$ cat src/rtl/rr_stream_mux_4to1_pkg.sv
// Shared types and constants for the 4-to-1 round-robin stream multiplexer.
// Holds the channel count, the select width and the arbitration FSM state type.
package stream_mux_pkg;

    localparam int N_CH  = 4;
    localparam int SEL_W = 2;

    typedef enum logic {
        ARB  = 1'b0,
        LOCK = 1'b1
    } mux_state_t;

    // Next round-robin start point; the 2-bit add wraps channel 3 back to 0.
    function automatic logic [SEL_W-1:0] ptr_next(input logic [SEL_W-1:0] id);
        return id + SEL_W'(1);
    endfunction

endpackage

$ cat src/rtl/rr_stream_mux_4to1_if.sv
// Bundle of the four input channels plus the merged output channel of the mux.
// slave is the multiplexer's view; master is the view of the surrounding sources and sink.
interface rr_stream_mux_4to1_if #(
    parameter int WIDTH = 8
);
    import stream_mux_pkg::*;

    logic [N_CH-1:0]       in_valid;
    logic [N_CH*WIDTH-1:0] in_data;
    logic [N_CH-1:0]       in_last;
    logic [N_CH-1:0]       in_ready;
    logic                  out_valid;
    logic [WIDTH-1:0]      out_data;
    logic                  out_last;
    logic [SEL_W-1:0]      out_sel;
    logic                  out_ready;

    modport slave (
        input  in_valid, in_data, in_last, out_ready,
        output in_ready, out_valid, out_data, out_last, out_sel
    );

    modport master (
        output in_valid, in_data, in_last, out_ready,
        input  in_ready, out_valid, out_data, out_last, out_sel
    );

endinterface

$ cat src/rtl/rr_stream_mux_4to1_arbiter.sv
// Combinational 4-way round-robin arbiter: grants the first requester at or above ptr,
// wrapping 3 -> 0. grant is one-hot or all-zero; gid is only meaningful when any=1.
module rr_arbiter4
    import stream_mux_pkg::*;
(
    input  logic [N_CH-1:0]  req,
    input  logic [SEL_W-1:0] ptr,
    output logic [N_CH-1:0]  grant,
    output logic [SEL_W-1:0] gid,
    output logic             any
);

    logic [SEL_W-1:0] idx;

    always_comb begin
        grant = '0;
        gid   = '0;
        any   = 1'b0;
        idx   = '0;
        for (int k = 0; k < N_CH; k++) begin
            idx = ptr + SEL_W'(k);
            if (!any && req[idx]) begin
                any = 1'b1;
                gid = idx;
            end
        end
        if (any) begin
            grant[gid] = 1'b1;
        end
    end

endmodule

$ cat src/rtl/rr_stream_mux_4to1.sv
// 4-to-1 valid/ready stream multiplexer with round-robin arbitration, optional packet
// lock and a registered output stage tagged with the source channel id.
module rr_stream_mux_4to1
    import stream_mux_pkg::*;
#(
    parameter int WIDTH    = 8,
    parameter bit PKT_LOCK = 1'b1
) (
    input logic                clk,
    input logic                rst_n,
    rr_stream_mux_4to1_if.slave bus
);

    mux_state_t       state_q, state_d;
    logic [SEL_W-1:0] rr_ptr_q, rr_ptr_d;
    logic [SEL_W-1:0] lock_id_q, lock_id_d;
    logic             out_valid_q, out_valid_d;
    logic [WIDTH-1:0] out_data_q, out_data_d;
    logic             out_last_q, out_last_d;
    logic [SEL_W-1:0] out_sel_q, out_sel_d;

    logic [N_CH-1:0]  arb_req;
    logic [N_CH-1:0]  grant;
    logic [SEL_W-1:0] gid;
    logic             any;
    logic             can_load;
    logic             accept;
    logic             sel_last;
    logic             eff_last;
    logic [WIDTH-1:0] sel_data;

    // While locked only the owning channel may request; everyone else stalls.
    assign arb_req = (state_q == LOCK) ? (bus.in_valid & (N_CH'(1) << lock_id_q))
                                       : bus.in_valid;

    rr_arbiter4 u_arb (
        .req   (arb_req),
        .ptr   (rr_ptr_q),
        .grant (grant),
        .gid   (gid),
        .any   (any)
    );

    assign can_load = ~out_valid_q | bus.out_ready;
    assign accept   = any & can_load;
    // Gated by rst_n so no source believes a beat was taken while reset is held.
    assign bus.in_ready = grant & {N_CH{can_load & rst_n}};

    always_comb begin
        sel_data = '0;
        case (gid)
            2'd0:    sel_data = bus.in_data[0*WIDTH +: WIDTH];
            2'd1:    sel_data = bus.in_data[1*WIDTH +: WIDTH];
            2'd2:    sel_data = bus.in_data[2*WIDTH +: WIDTH];
            2'd3:    sel_data = bus.in_data[3*WIDTH +: WIDTH];
            default: sel_data = '0;
        endcase
    end

    assign sel_last = bus.in_last[gid];
    assign eff_last = PKT_LOCK ? sel_last : 1'b1;

    always_comb begin
        state_d     = state_q;
        rr_ptr_d    = rr_ptr_q;
        lock_id_d   = lock_id_q;
        out_valid_d = out_valid_q;
        out_data_d  = out_data_q;
        out_last_d  = out_last_q;
        out_sel_d   = out_sel_q;
        if (accept) begin
            out_valid_d = 1'b1;
            out_data_d  = sel_data;
            out_last_d  = sel_last;
            out_sel_d   = gid;
            if (eff_last) begin
                rr_ptr_d = ptr_next(gid);
            end
            if (PKT_LOCK) begin
                if (state_q == ARB && !sel_last) begin
                    state_d   = LOCK;
                    lock_id_d = gid;
                end else if (state_q == LOCK && sel_last) begin
                    state_d = ARB;
                end
            end
        end else if (bus.out_ready) begin
            out_valid_d = 1'b0;
        end
    end

    always_ff @(posedge clk or negedge rst_n) begin
        if (!rst_n) begin
            state_q     <= ARB;
            rr_ptr_q    <= '0;
            lock_id_q   <= '0;
            out_valid_q <= 1'b0;
            out_data_q  <= '0;
            out_last_q  <= 1'b0;
            out_sel_q   <= '0;
        end else begin
            state_q     <= state_d;
            rr_ptr_q    <= rr_ptr_d;
            lock_id_q   <= lock_id_d;
            out_valid_q <= out_valid_d;
            out_data_q  <= out_data_d;
            out_last_q  <= out_last_d;
            out_sel_q   <= out_sel_d;
        end
    end

    assign bus.out_valid = out_valid_q;
    assign bus.out_data  = out_data_q;
    assign bus.out_last  = out_last_q;
    assign bus.out_sel   = out_sel_q;

endmodule

$ cat src/flat_wrapper.sv
// flat-port wrapper written by rule: the top's interface ports become plain ports
module rr_stream_mux_4to1_flat import stream_mux_pkg::*;
#(
    parameter int WIDTH    = 8,
    parameter bit PKT_LOCK = 1'b1
)
  (clk, rst_n, bus_in_valid, bus_in_data, bus_in_last, bus_out_ready, bus_in_ready, bus_out_valid, bus_out_data, bus_out_last, bus_out_sel);
  rr_stream_mux_4to1_if #(.WIDTH(WIDTH)) bus_i ();
  input logic clk;
  input logic rst_n;
  input wire logic [$bits(bus_i.in_valid)-1:0] bus_in_valid;
  input wire logic [$bits(bus_i.in_data)-1:0] bus_in_data;
  input wire logic [$bits(bus_i.in_last)-1:0] bus_in_last;
  input wire logic [$bits(bus_i.out_ready)-1:0] bus_out_ready;
  output wire logic [$bits(bus_i.in_ready)-1:0] bus_in_ready;
  output wire logic [$bits(bus_i.out_valid)-1:0] bus_out_valid;
  output wire logic [$bits(bus_i.out_data)-1:0] bus_out_data;
  output wire logic [$bits(bus_i.out_last)-1:0] bus_out_last;
  output wire logic [$bits(bus_i.out_sel)-1:0] bus_out_sel;
  assign bus_i.in_valid = bus_in_valid;
  assign bus_i.in_data = bus_in_data;
  assign bus_i.in_last = bus_in_last;
  assign bus_i.out_ready = bus_out_ready;
  assign bus_in_ready = bus_i.in_ready;
  assign bus_out_valid = bus_i.out_valid;
  assign bus_out_data = bus_i.out_data;
  assign bus_out_last = bus_i.out_last;
  assign bus_out_sel = bus_i.out_sel;
  rr_stream_mux_4to1 #(.WIDTH(WIDTH), .PKT_LOCK(PKT_LOCK)) u_core (.clk(clk), .rst_n(rst_n), .bus(bus_i));
endmodule
$ cat config.mk
export PLATFORM = sky130hd
export DESIGN_NAME = rr_stream_mux_4to1_flat
export DESIGN_NICKNAME = d
export VERILOG_FILES = /design/src/rtl/rr_stream_mux_4to1_pkg.sv /design/src/rtl/rr_stream_mux_4to1_if.sv /design/src/rtl/rr_stream_mux_4to1_arbiter.sv /design/src/rtl/rr_stream_mux_4to1.sv /design/src/flat_wrapper.sv
export SDC_FILE = /design/constraint.sdc
export NUM_CORES = 1
export LEC_CHECK = 0
export BUFFER_PORTS_ARGS = -buffer_cell sky130_fd_sc_hd__buf_2
export CORE_MARGIN = 2
export CORE_UTILIZATION = 45
export DETAILED_ROUTE_END_ITERATION = 10
export PLACE_DENSITY = 0.76
export SLEW_MARGIN = 20
export SYNTH_ARGS = -nofsm -noshare
export SYNTH_HDL_FRONTEND = slang
export SYNTH_SLANG_ARGS = --single-unit
export TNS_END_PERCENT = 100
$ cat constraint.sdc
create_clock -name clk -period 3.1 [get_ports clk]
set_input_delay 0.31 -clock clk [delete_from_list [all_inputs] [get_ports clk]]
set_output_delay 0.31 -clock clk [all_outputs]
set_load 0.005 [all_outputs]
Word-level counts from Yosys, hierarchy flattened

Index checks and enable logic that the tools add are counted.

Output and inout bits: 16
Bits in registers: 17
Input bits: 43

Mux-type cells: 27
Add/subtract/negate cells: 4
Reductions and logical operators: 16
Magnitude comparators: 6
Shift-type cells: 1
Bitwise gates (word level): 7
Eq/ne operators: 3

Operators by type and width:

| operator                                                                            | count |
|---|---|
| 8-bit case mux with 4 select lines                                                  | 1 |
| 2-bit by 3-bit less-than comparator with 1-bit output, second input constant        | 5 |
| 1-bit two-way mux                                                                   | 14 |
| 1-bit binary-select mux with 2-bit select                                           | 5 |
| 4-bit bitwise AND                                                                   | 2 |
| 2-bit two-way mux                                                                   | 4 |
| 4-bit two-way mux                                                                   | 2 |
| 1-bit logical AND                                                                   | 6 |
| 2-bit AND reduction                                                                 | 3 |
| 2-bit by 1-bit adder with 2-bit output, second input constant                       | 2 |
| 2-bit adder, second input constant                                                  | 2 |
| 2-bit == test, second input constant                                                | 2 |
| 1-bit zero test                                                                     | 4 |
| 2-bit nonzero test                                                                  | 2 |
| 1-bit by 2-bit << shifter with 4-bit output, first input constant                   | 1 |
| 1-bit bitwise AND                                                                   | 2 |
| 1-bit demux with 2-bit select                                                       | 1 |
| 2-bit by 1-bit == test with 1-bit output, second input constant                     | 1 |
| 2-bit by 1-bit greater-or-equal comparator with 1-bit output, second input constant | 1 |
| 2-bit zero test                                                                     | 1 |
| 1-bit NOT                                                                           | 2 |
| 1-bit OR                                                                            | 1 |

Longest topological paths before layout

Word-level depth: 21
Depth in mapped cells: 15
Depth with buffers taken out: 10

By module

A second synthesis with hierarchy kept.

Cells, all modules: 123
Area, all modules: 1176.1 µm²

Modules (own cells, without submodules):

| module             | area an instance (µm²) | cells an instance | instances |
|---|---|---|---|
| rr_stream_mux_4to1 | 993.5                  | 91                | 1 |
| rr_arbiter4        | 182.7                  | 32                | 1 |

Worst setup path after synthesis

OpenSTA, ideal clock, no wires.

Path kind: register to register
Start: register u_core.lock_id_q[1]
End: register u_core.state_q
Arrival: 2.608 ns
Clock period less this slack: 2.733 ns
Path buffers: 2
Stages on the path, launching flop included: 12
Data required time: 2.975 ns
Setup slack: 0.367 ns
Cell sequence: dfrtp_1 > buf_6 > or4b_4 > o211a_1 > a21oi_1 > nor3_1 > o21a_1 > buf_6 > mux2_1 > ha_1 > nor2b_1 > mux2_2

Cells in the longest elaborated chain, start to end: 21

RTL lines:

| what                                            | line                             | source |
|---|---|---|
| from (decl)                                     | rr_stream_mux_4to1.sv:16         | `logic [SEL_W-1:0] lock_id_q, lock_id_d;` |
| from (signal assigned)                          | rr_stream_mux_4to1.sv:104        | `lock_id_q <= lock_id_d;` |
| 1-bit by 2-bit << shifter with 4-bit output (*) | rr_stream_mux_4to1.sv:33         | `assign arb_req = (state_q == LOCK) ? (bus.in_valid & (N_CH'(1) << lock_id_q))` |
| 4-bit bitwise AND (*)                           | rr_stream_mux_4to1.sv:33         |  |
| 4-bit two-way mux (*)                           | rr_stream_mux_4to1.sv:33         |  |
| 1-bit binary-select mux with 2-bit select       | rr_stream_mux_4to1_arbiter.sv:22 | `if (!any && req[idx]) begin` |
| 1-bit two-way mux (implied by the code)         | rr_stream_mux_4to1_arbiter.sv:22 |  |
| 1-bit two-way mux                               | rr_stream_mux_4to1_arbiter.sv:22 |  |
| 1-bit zero test                                 | rr_stream_mux_4to1_arbiter.sv:22 |  |
| 1-bit logical AND                               | rr_stream_mux_4to1_arbiter.sv:22 |  |
| [6 not listed]                                  | --                               |  |
| 2-bit two-way mux (*)                           | rr_stream_mux_4to1_arbiter.sv:22 |  |
| named net u_core.gid[0]                         | rr_stream_mux_4to1.sv:24         | `logic [SEL_W-1:0] gid;` |
| 1-bit binary-select mux with 2-bit select (*)   | rr_stream_mux_4to1.sv:60         | `assign sel_last = bus.in_last[gid];` |
| 1-bit two-way mux (implied by the code) (*)     | rr_stream_mux_4to1.sv:60         |  |
| 1-bit zero test                                 | rr_stream_mux_4to1.sv:80         | `if (state_q == ARB && !sel_last) begin` |
| 1-bit logical AND                               | rr_stream_mux_4to1.sv:80         |  |
| 2-bit nonzero test (no line)                    | --                               |  |
| 2-bit AND reduction (no line)                   | --                               |  |
| to (signal assigned)                            | rr_stream_mux_4to1.sv:102        | `state_q <= state_d;` |
| to (decl)                                       | rr_stream_mux_4to1.sv:14         | `mux_state_t state_q, state_d;` |

The timed path passes the listed nets; every way through them passes the cells marked *. The select of a mux whose other input is x is not followed.
A chain may end at the register's enable or synchronous reset.

Final worst setup path

Start: register u_core.rr_ptr_q[0]
End: output bus_in_ready[2]

Cells in the longest elaborated chain, start to end: 18

RTL lines:

| what                                                                                                           | line                             | source |
|---|---|---|
| from (decl)                                                                                                    | rr_stream_mux_4to1.sv:15         | `logic [SEL_W-1:0] rr_ptr_q, rr_ptr_d;` |
| from (signal assigned)                                                                                         | rr_stream_mux_4to1.sv:103        | `rr_ptr_q <= rr_ptr_d;` |
| parallel branches: the longest is 16 deep, another holds 2-bit by 3-bit less-than comparator with 1-bit output | --                               |  |
| 4-bit two-way mux (*)                                                                                          | rr_stream_mux_4to1_arbiter.sv:27 | `if (any) begin` |
| 4-bit bitwise AND (*)                                                                                          | rr_stream_mux_4to1.sv:47         | `assign bus.in_ready = grant & {N_CH{can_load & rst_n}};` |
| to (decl)                                                                                                      | flat_wrapper.sv:15               | `output wire logic [$bits(bus_i.in_ready)-1:0] bus_in_ready;` |

Every way passes the cells marked *. The select of a mux whose other input is x is not followed.

==> metrics.md <==
| Metric | Value |
|---|---|
| Result of the run | `finished clean` |
| Fraction of registers with async set/reset | `100.0%` |
| Number of flops mapped to enable cells by yosys | `0` |
| First-pass GRT wire length | `5485 um` |
| Summed negative setup slack over all endpoints | `0 ns` |
| Number of CTS-inserted buffers | `3` |
| Number of DRC violations after detailed routing | `0` |
| Count of max-cap constraint violations | `0` |
| Number of antenna repair diodes | `0` |
| Placement row count | `20` |
| Internal Power | `roughly 1100 uW` |
| Unique cell type count in the Yosys netlist | `41` |
| Clock power frac | `between 6 and 7%` |
| Cell area power density | `1090 nW/um^2` |
| Number of global-route vias before repair | `1281` |
| CTS root buf | `sky130_fd_sc_hd__clkbuf_4` |
| Cell type contributing the most total cell area after synthesis | `sky130_fd_sc_hd__dfrtp_1` |
| Start-to-end type of the worst setup path | `reg2out` |
| Clock Skews | `0.01178 ns` |
| Total count of max-transition violations in the final report | `0` |
| Overall overflow remaining after global route | `0` |
| Crit path required time | `2.79 ns` |
| Final critical-path share of the clock period | `94.76%` |
| Synthesized instance count | `137` |
| Area of all placed cells without fillers | `roughly 1700 um^2` |
| Die Ht | `59.61 um` |
| Top library cells by usage in the layout, fill and taps aside | `sky130_fd_sc_hd__buf_2 (58), sky130_fd_sc_hd__dfrtp_1 (15), sky130_fd_sc_hd__mux2_2 (13)` |
| Most common cell after layout, fill and taps aside | `sky130_fd_sc_hd__buf_2` |
| Area enclosed by the die boundary | `3553 um^2` |
| Post-synthesis sequential area ratio | `30.58%` |
| Initial DRC Count | `93` |
| Critical Path End | `bus_in_ready[2]` |
| CP Capture Type | `output port` |
| Total via count in the routed design | `approximately 1300` |
| Combinational group share of total power | `68.2%` |
| Slew of the pin with the lowest slew margin | `0.4721 ns` |
| TritonCTS clock tree | `done` |
| Achievable Freq | `340.4 MHz` |
| Clock Sinks | `17` |
| Number of filler cells placed in the layout | `260` |
| Max-slew headroom at the worst pin | `68.53%` |
| HPWL reported at the end of detailed placement | `2611 um` |
| Unrepaired setup endpoints after global routing | `true` |
| Hold WC Path Type | `in2reg` |
| Signal arrival time at the worst endpoint | `2.63 ns` |
| Global Route Usage Sum | `20.39%` |
| Final weighted congestion in routability-driven placement | `0.8685` |
| Clock insertion delay at the later pin of the skew report | `0.29 ns` |
| Post-detailed-route wirelength per cell | `approximately 15 um` |
| Final layout net count | `239` |
| Flop2flop setup slack | `0.19 ns` |
| Startpoint class of the critical path | `flop` |
| Pre-Repair DR Iteration Count | `5` |
| Largest cells by area after synthesis | `sky130_fd_sc_hd__dfrtp_1 (31%), sky130_fd_sc_hd__mux2_2 (11%), sky130_fd_sc_hd__a222oi_1 (5.8%), sky130_fd_sc_hd__ha_1 (4.5%), sky130_fd_sc_hd__mux2i_1 (4.3%)` |
| ANT nets after route | `0` |
| Primary flip-flop cell chosen by synthesis mapping | `sky130_fd_sc_hd__dfrtp_1` |
| Initial antenna violation count | `0` |
| Post-synthesis area per instance | `between 10 and 15 um^2` |
| Switching fraction of total power | `43.67%` |
| Capture point of the worst reg-to-reg path | `u_core.state_q` |
| Utilization after layout | `57.21%` |
| Starting density of the core | `46.33%` |
| Share of the synthesized area in the top cell type | `a little under a third` |
| Number of nets in the synthesized netlist | `about 190` |
| Final setup fails | `0` |
| Worst reg-to-reg path cell count | `9` |
| Area added between synthesis and finish | `23.47%` |
| Number of warnings printed during yosys synthesis | `0` |
| Level count of the clock H-tree | `1` |
| Net Sw Power | `between 800 and 900 uW` |
| Origin of the critical flop-to-flop path | `u_core.rr_ptr_q[0]` |
| Total placed instance area | `between 1500 and 2000 um^2` |
| Leakage component of the power | `0.0008435 uW` |
| Floorplan core area | `3003 um^2` |
| Via density | `just under 6` |
| Crit path max fanout | `19` |
| Total Routed Length | `3404 um` |
| Min Tclk post-route | `between 2 and 3 ns` |
| Sequential cell fraction of total power | `between 20 and 30%` |
| Post-synthesis cell area | `1391 um^2` |
| # IOs | `just under 60` |
| Layout cell share with drive strength beyond 1 | `47.37%` |
| Clock tree buffer depth | `2` |
| Horizontal extent of the die | `59.61 um` |
| Pin count of the biggest net entering global routing | `22` |
| Largest vdd supply drop | `453.0 uV` |
| Setup Buffers After CTS | `0` |
| Clock slew at the register clock pins of the worst setup and hold paths | `roughly 0.10 ns` |
| Launching element of the worst setup path | `u_core.rr_ptr_q[0]` |
| Final number of hold-violating endpoints | `0` |
| Total of buffers placed on input and output ports | `58` |
| FF+latch count, synth | `17` |
-- power by group through the flow --
| stage | registers [uW] | logic [uW] | clock network, uW |
|---|---|---|---|
| 2_1_floorplan | 401 | 1040 | 0 |
| 3_3_place_gp | 468 | 1180 | 0 |
| 3_5_place_dp | 478 | 1240 | 0 |
| 4_1_cts | 473 | 1250 | 123 |
| 5_1_grt | 499 | 1400 | 134 |
| 6_report | 477 | 1280 | 118 |
-- synthesized netlist by cell type, types with 2 or more instances --
library cell                count
sky130_fd_sc_hd__dfrtp_1       17
sky130_fd_sc_hd__mux2_2        13
sky130_fd_sc_hd__o21ai_0       10
sky130_fd_sc_hd__nand2_1        9
sky130_fd_sc_hd__a222oi_1       8
sky130_fd_sc_hd__inv_1          7
sky130_fd_sc_hd__mux2i_1        6
sky130_fd_sc_hd__and3_1         5
sky130_fd_sc_hd__ha_1           5
sky130_fd_sc_hd__a21oi_1        4
sky130_fd_sc_hd__buf_4          4
sky130_fd_sc_hd__nand2b_1       4
sky130_fd_sc_hd__clkbuf_1       3
sky130_fd_sc_hd__nand4b_1       3
sky130_fd_sc_hd__nand4bb_1      3
sky130_fd_sc_hd__nor2_1         3
sky130_fd_sc_hd__o211a_1        3
sky130_fd_sc_hd__buf_1          2
sky130_fd_sc_hd__buf_6          2
sky130_fd_sc_hd__nor2b_1        2
sky130_fd_sc_hd__o211ai_1       2
sky130_fd_sc_hd__o211ai_2       2
sky130_fd_sc_hd__o21a_1         2
-- timing repair --
action / in CTS / in global routing
hold buffers: 1 / 0
resized for setup: 1 / 5
pin swaps: 0 / 0
setup endpoints to repair: 1 / 15
endpoints found under the hold margin: 17 / 0
-- metal layers --
| layer | vias to the layer above | wire (um) | global-route usage (%) |
|---|---|---|---|
| met2 | 52 | 1728 | 37.05 |
| met4 | 0 | 93 | 9.206 |
| met5 | - | 0 | 0 |
| li1 | 630 | - | - |
| met3 | 8 | 181 | 2.838 |
| met1 | 631 | 1400 | 23.46 |
-- final cells by class --
cell class | count | area [um^2] | share of cell area (%)
Multi-Input combinational cell | 101 | 880.8 | 51.27
Sequential cell | 17 | 427.9 | 24.91
Timing Repair Buffer | 61 | 315.3 | 18.35
Tap cell | 33 | 41.29 | 2.403
Clock buffer | 4 | 26.28 | 1.529
Inverter | 7 | 26.28 | 1.529
-- state kept, by name, indices dropped and copies added (netlist names) --
signal / count
u_core.bus.out_data: 8
u_core.lock_id_q: 2
u_core.state_q: 1
u_core.rr_ptr_q: 2
u_core.bus.out_last: 1
u_core.bus.out_sel: 2
u_core.bus.out_valid: 1
-- through the flow --
stage          worst slack (ns)  power [uW]  hold slack (ns)  std cells
3_3_place_gp             0.2381        1652           0.2649        218
2_1_floorplan            0.3670        1445          0.01441        137
5_1_grt                -0.01219        2038           0.2298        223
6_report                 0.1623        1873           0.2253        223
4_1_cts               0.0009357        1845           0.2130        223
3_5_place_dp             0.1137        1713           0.2768        218
-- worst min path at each step --
stage | to | startpoint | slack [ns] | depth (start not counted)
6_report | u_core.bus.out_valid | bus_out_ready | 0.23 | 2
3_5_place_dp | u_core.bus.out_data[6] | rst_n | 0.28 | 1
2_1_floorplan | u_core.bus.out_data[0] | rst_n | 0.01 | 0
5_1_grt | u_core.bus.out_valid | bus_out_ready | 0.23 | 2
3_3_place_gp | u_core.bus.out_data[6] | rst_n | 0.26 | 1
4_1_cts | u_core.bus.out_valid | bus_out_ready | 0.21 | 2
-- critical path, stage by stage, from the launching register on --
cell and delay, ns:
sky130_fd_sc_hd__dfrtp_2 0.54, sky130_fd_sc_hd__or4b_4 0.53, sky130_fd_sc_hd__o211a_1 0.13, sky130_fd_sc_hd__a21oi_1 0.11
sky130_fd_sc_hd__nor3_1 0.06, sky130_fd_sc_hd__o21a_1 0.25, sky130_fd_sc_hd__inv_1 0.13, sky130_fd_sc_hd__ha_2 0.30
sky130_fd_sc_hd__and3_1 0.18, sky130_fd_sc_hd__buf_2 0.10
-- cells by family (layout without fill, tap and decap cells) --
family          Yosys count  in the layout  share of synthesized area [%]
buf+inv                  19             72                          7.374
flops                    17             17                          30.58
simple gates             36             36                          16.73
compound gates           38             38                          22.48
mux                      22             22                          18.34
fa+ha+maj                 5              5                          4.496
No activity file was read; power rests on OpenSTA's default activity.
